$ cat src/rtl/motor_pkg.sv
// motor_pkg: shared mode/state encodings and PWM constants for the dual H-bridge driver
package motor_pkg;
   typedef enum logic [1:0] {
      MODE_COAST = 2'b00,
      MODE_FWD   = 2'b01,
      MODE_REV   = 2'b10,
      MODE_BRAKE = 2'b11
   } mode_e;
   typedef enum logic [1:0] {
      ST_IDLE   = 2'd0,
      ST_ACTIVE = 2'd1,
      ST_DEAD   = 2'd2
   } state_e;
   localparam int         DUTY_SCALE = 17;
   localparam logic [7:0] PWM_TOP    = 8'd254;
endpackage

$ cat src/rtl/hbridge_chan.sv
// hbridge_chan: one bridge side, mode FSM with dead-time on direct active-to-active changes
module hbridge_chan
   import motor_pkg::*;
#(
   parameter int DEAD_CYCLES = 1000
) (
   input  logic       clk,
   input  logic       rst_n,
   input  logic [1:0] mode_i,
   input  logic       pwm_i,
   output logic       in1_o,
   output logic       in2_o,
   output logic       en_o,
   output logic       busy_o
);
   localparam int CW = $clog2(DEAD_CYCLES + 1);
   state_e          state_q, state_d;
   mode_e           mode_q, mode_d, req;
   logic [CW-1:0]   cnt_q, cnt_d;
   logic            in1_q, in2_q, en_q, busy_q;
   assign req = mode_e'(mode_i);
   always_comb begin
      state_d = state_q;
      mode_d  = mode_q;
      cnt_d   = cnt_q;
      case (state_q)
         ST_IDLE: if (req != MODE_COAST) begin
            state_d = ST_ACTIVE;
            mode_d  = req;
         end
         ST_ACTIVE: if (req == MODE_COAST) begin
            state_d = ST_IDLE;
            mode_d  = MODE_COAST;
         end else if (req != mode_q) begin
            state_d = ST_DEAD;
            mode_d  = MODE_COAST;
            cnt_d   = CW'(DEAD_CYCLES - 1);
         end
         // only the request present on the exit cycle is applied
         ST_DEAD: if (cnt_q == '0) begin
            state_d = (req == MODE_COAST) ? ST_IDLE : ST_ACTIVE;
            mode_d  = req;
         end else begin
            cnt_d = cnt_q - CW'(1);
         end
         default: begin
            state_d = ST_IDLE;
            mode_d  = MODE_COAST;
         end
      endcase
   end
   always_ff @(posedge clk or negedge rst_n) begin
      if (!rst_n) begin
         state_q <= ST_IDLE;
         mode_q  <= MODE_COAST;
         cnt_q   <= '0;
         in1_q   <= 1'b0;
         in2_q   <= 1'b0;
         en_q    <= 1'b0;
         busy_q  <= 1'b0;
      end else begin
         state_q <= state_d;
         mode_q  <= mode_d;
         cnt_q   <= cnt_d;
         in1_q   <= mode_d[0];
         in2_q   <= mode_d[1];
         en_q    <= (mode_d == MODE_BRAKE) | ((mode_d != MODE_COAST) & pwm_i);
         busy_q  <= state_d == ST_DEAD;
      end
   end
   assign in1_o  = in1_q;
   assign in2_o  = in2_q;
   assign en_o   = en_q;
   assign busy_o = busy_q;
endmodule

$ cat src/rtl/motor_drive.sv
// motor_drive: command register, shared PWM generator and two independent bridge channels
module motor_drive
   import motor_pkg::*;
#(
   parameter int PRESCALE    = 4,
   parameter int DEAD_CYCLES = 1000
) (
   input  logic       clk,
   input  logic       rst_n,
   input  logic [7:0] cmd,
   output logic       in1_l,
   output logic       in2_l,
   output logic       en_l,
   output logic       in1_r,
   output logic       in2_r,
   output logic       en_r,
   output logic       busy_l,
   output logic       busy_r
);
   localparam int PW = $clog2(PRESCALE + 1);
   logic [7:0]    cmd_q, pwm_cnt_q, pwm_cnt_d, duty_q, duty_d;
   logic [PW-1:0] pre_q, pre_d;
   logic          tick, wrap, pwm;
   assign tick = pre_q == PW'(PRESCALE - 1);
   assign wrap = tick && (pwm_cnt_q == PWM_TOP);
   // duty only changes at the period boundary so a period is never cut short
   always_comb begin
      pre_d     = tick ? '0 : pre_q + PW'(1);
      pwm_cnt_d = wrap ? '0 : pwm_cnt_q + 8'(tick);
      duty_d    = wrap ? {4'd0, cmd_q[7:4]} * 8'(DUTY_SCALE) : duty_q;
   end
   assign pwm = pwm_cnt_q < duty_q;
   always_ff @(posedge clk or negedge rst_n) begin
      if (!rst_n) begin
         cmd_q     <= '0;
         pre_q     <= '0;
         pwm_cnt_q <= '0;
         duty_q    <= '0;
      end else begin
         cmd_q     <= cmd;
         pre_q     <= pre_d;
         pwm_cnt_q <= pwm_cnt_d;
         duty_q    <= duty_d;
      end
   end
   hbridge_chan #(.DEAD_CYCLES(DEAD_CYCLES)) u_left (
      .clk    (clk),
      .rst_n  (rst_n),
      .mode_i (cmd_q[1:0]),
      .pwm_i  (pwm),
      .in1_o  (in1_l),
      .in2_o  (in2_l),
      .en_o   (en_l),
      .busy_o (busy_l)
   );
   hbridge_chan #(.DEAD_CYCLES(DEAD_CYCLES)) u_right (
      .clk    (clk),
      .rst_n  (rst_n),
      .mode_i (cmd_q[3:2]),
      .pwm_i  (pwm),
      .in1_o  (in1_r),
      .in2_o  (in2_r),
      .en_o   (en_r),
      .busy_o (busy_r)
   );
endmodule

$ cat config.mk
export PLATFORM = sky130hd
export DESIGN_NAME = motor_drive
export DESIGN_NICKNAME = d
export VERILOG_FILES = /design/src/rtl/motor_pkg.sv /design/src/rtl/hbridge_chan.sv /design/src/rtl/motor_drive.sv
export SDC_FILE = /design/constraint.sdc
export NUM_CORES = 1
export LEC_CHECK = 0
export BUFFER_PORTS_ARGS = -buffer_cell sky130_fd_sc_hd__buf_2
export CAP_MARGIN = 20
export CORE_MARGIN = 2
export CORE_UTILIZATION = 30
export CTS_BUF_LIST = sky130_fd_sc_hd__clkbuf_8
export CTS_CLUSTER_DIAMETER = 40
export CTS_CLUSTER_SIZE = 24
export DETAILED_ROUTE_END_ITERATION = 8
export PLACE_DENSITY_LB_ADDON = 0.25
export SETUP_SLACK_MARGIN = 0.3
export SKIP_LAST_GASP = 1
export SYNTH_ARGS = -nofsm -noshare
export SYNTH_HDL_FRONTEND = slang
export SYNTH_SLANG_ARGS = --single-unit
$ cat constraint.sdc
create_clock -name clk -period 6.4 [get_ports clk]
set_input_delay 0.32 -clock clk [delete_from_list [all_inputs] [get_ports clk]]
set_output_delay 0.32 -clock clk [all_outputs]
set_load 0.1 [all_outputs]
==> results_dict.tcl <==
set metrics [dict create \
    maxCapViolCount 0 \
    cp.depth 7 \
    yosysUniqueCellTypes 51 \
    status "finished clean" \
    cts_made_buffers 5 \
    avgRoutedWirePerCell_um 12.4 \
    drt_pre_antenna_iters 4 \
    powerDensity_nw_per_um2 356 \
    rsz0062_at_grt "false" \
    cts_resized 0 \
    synth_edf_count 0 \
    die_w_um 99.7 \
    via_per_inst 4.81 \
    track_usage_pct 10.8 \
    critPathMaxFanout 8 \
    ys_ff_latch 55 \
    fin_crit_sh_pct 33.5 \
    cts_setup_buffers 0 \
    critPathMaxStageDelay_ps 410 \
    worst-r2r-cell-count 7 \
    drt_iter0_drc 35 \
    cp_num_buf_inv 1 \
    leakagePower_uw 0.00133 \
    grt_pass1_wl_mm 8.75 \
    drive_gt1_share_pct 12.7 \
    cts.clk_slew.worst_paths_ps 100 \
    start_util_pct 31.2 \
    cp_cell_sequence "inv_1 > ha_1 > nor3b_1 > a311oi_4 > o21bai_1 > a22o_1 > maj3_1" \
    path_class "reg -> reg" \
    rrSetupSlack_ps 4260 \
    netlist_area_um2 2750 \
    worstPathRequired_ps 6590 \
    grt_max_degree 56 \
    antenna_found_initial 0 \
    postCtsHoldBufs 0 \
    ys_warn_count 0 \
    slowest_stage "dfrtp_1" \
    fin_crit_ps 2140 \
    ant_nets 0 \
    fill_cells 907 \
    postSynthAreaPerCell_um2 10.5 \
    synthFlopType "dfrtp_1" \
    syn_to_final_growth_pct 11.0 \
    finClkSkew_ps 5.81 \
    tightest_slew_ps 692 \
    slew_headroom_pct 53.9 \
    finalSetupTns_ps 0 \
    rows 34 \
    dieArea_um2 9930 \
    insertion_delay_ps 300 \
    final_core_util_pct 34.6 \
    finalMaxSlewViolations 0 \
    fin_nets 304 \
    min_path_cells 1 \
    grt-ovfl-total 0 \
    crit_arrival_ps 2330 \
    setup_viol 0 \
    clock-root-buffer "clkbuf_8" \
    dr_total_vias 1882 \
    diodes 0 \
    port_buffers 17 \
    hold_path.class "in -> reg" \
    hold_ws_ps 117 \
    clockBufferDepth 2 \
    fin_total_pwr_uw 1090 \
    irDropWorstVdd_mv 0.242 \
    fmax_mhz 467 \
    drc 0 \
    cts_sinks 55 \
    synth_cells 262 \
    num_io_pins 18 \
    htree_num_levels 2 \
    async_reset_ff_share_pct 100 \
    routed_wirelength_mm 4.86 \
    synth_fp_nets 284 \
    dieHeight_um 99.7 \
    cp-end-kind "register" \
    final_hold_viol_count 0 \
    synth.yosys.seq_area_share_pct 50.1 \
    grt_pass1_vias 1827 \
    coreArea_um2 8810 \
    cp_top_family "compound AO/OA/AOI/OAI gates" \
    start_kind "register" \
    cts_tree "built" \
    place_congestion 0.760 \
    dp.final_hpwl_mm 3.40 \
]
==> cell usage in the layout, fill, tap and decap left out, types with 3 or more instances in the layout <==
| cell type | instances |
|---|---|
| nor2_1 | 25 |
| nor3_1 | 5 |
| xnor2_1 | 7 |
| o21ai_1 | 10 |
| clkbuf_8 | 6 |
| nand3_1 | 8 |
| and3_1 | 6 |
| ha_1 | 12 |
| a21o_1 | 3 |
| o21a_1 | 3 |
| and2_1 | 3 |
| xor2_1 | 10 |
| dfrtp_1 | 55 |
| a21oi_1 | 11 |
| inv_1 | 13 |
| nor2b_1 | 4 |
| nor4_1 | 5 |
| or3_1 | 3 |
| nand2b_1 | 13 |
| o21ai_0 | 8 |
| nand2_1 | 13 |
| buf_2 | 17 |
==> metrics by stage <==
stage,setup slack [ps],area [um2],std cells
2_1_floorplan,4030,2750,262
3_3_place_gp,4300,2950,383
3_5_place_dp,4260,2950,383
4_1_cts,4250,3050,391
5_1_grt,4080,3050,391
6_report,4260,3050,391
==> layout make-up <==
| cell class | instances | area [um2] | share of cell area [%] |
|---|---|---|---|
| flip-flops and latches | 55 | 1380 | 45.2 |
| multi-input cells | 190 | 1300 | 42.8 |
| well taps | 108 | 135 | 4.43 |
| repair buffers | 18 | 92.6 | 3.04 |
| clock buffers | 6 | 82.6 | 2.71 |
| inverters | 12 | 45.0 | 1.48 |
| clock inverters | 2 | 12.5 | 0.411 |
==> Yosys cell counts (2+ instances only) <==
cell type  number  area [um2]
dfrtp_1        55        1380
nor2_1         25        93.8
nand2_1        13        48.8
nand2b_1       13        81.3
ha_1           12         150
inv_1          12        45.0
a21oi_1        11        55.1
o21ai_1        10        50.1
xor2_1         10        87.6
nand3_1         8        40.0
o21ai_0         8        40.0
xnor2_1         7        61.3
and3_1          6        37.5
nor3_1          5        25.0
nor4_1          5        31.3
clkbuf_1        4        15.0
nor2b_1         4        25.0
a21o_1          3        22.5
and2_1          3        18.8
o21a_1          3        22.5
or3_1           3        18.8
a21boi_0        2        15.0
a22o_1          2        17.5
a2bb2oi_1       2        17.5
a31oi_1         2        12.5
maj3_1          2        20.0
mux2i_1         2        20.0
nand4_1         2        12.5
o21ai_2         2        17.5
o21bai_1        2        15.0
o31a_1          2        17.5
o31ai_1         2        15.0
or3b_1          2        17.5
==> worst paths after layout <==
check | endpoint | from
worst min-delay path | cmd_q[4] | cmd[4]
worst max register to register | u_left.en_o | u_left.cnt_q[0]
worst max-delay path | u_left.en_o | u_left.cnt_q[0]
min in group asynchronous | pre_q[0] | rst_n
worst min register to register | pre_q[0] | pre_q[0]
max in group asynchronous | u_right.busy_o | rst_n
==> cell families after synthesis <==
group                      share of synthesized area, %
and+or+nand+nor                                    20.6
AOI/OAI and AO/OA                                  14.6
DFF                                                50.1
xor gates and xnor gates                           5.42
buffers and inverters                              2.37
adders and majority gates                          6.20
muxes                                             0.729
==> power breakdown <==
group	total (uW)	internal [uW]	switching (uW)
Sequential	477	405	72.2
Combinational	411	117	295
Clock	197	87.4	110
Total	1090	609	476
==> flip-flops by register name, summed over array words and instances (netlist names), 2 cells and up <==
name and flops:
cmd_q 8, duty_q 4, pre_q 3, pwm_cnt_q 8, u_left.cnt_q 10, u_left.state_q 2, u_right.cnt_q 10, u_right.state_q 2
==> per-layer routing <==
layer / part of all wire, % / track usage, %
met1: 52 / 16.1
met2: 43 / 15.4
met3: 3.8 / 2.60
met4: 1.2 / 3.79
met5: 0 / 0
==> worst reg2reg max path, delay by kind of cell, from the launching register on <==
kind | cells | cell delay [ps]
buffers and inverters | 1 | 70
AOI/OAI and AO/OA | 3 | 650
DFF | 1 | 410
adders and majority gates | 2 | 510
and+or+nand+nor | 1 | 390
Note: power is estimated with default switching activity, not from simulation.
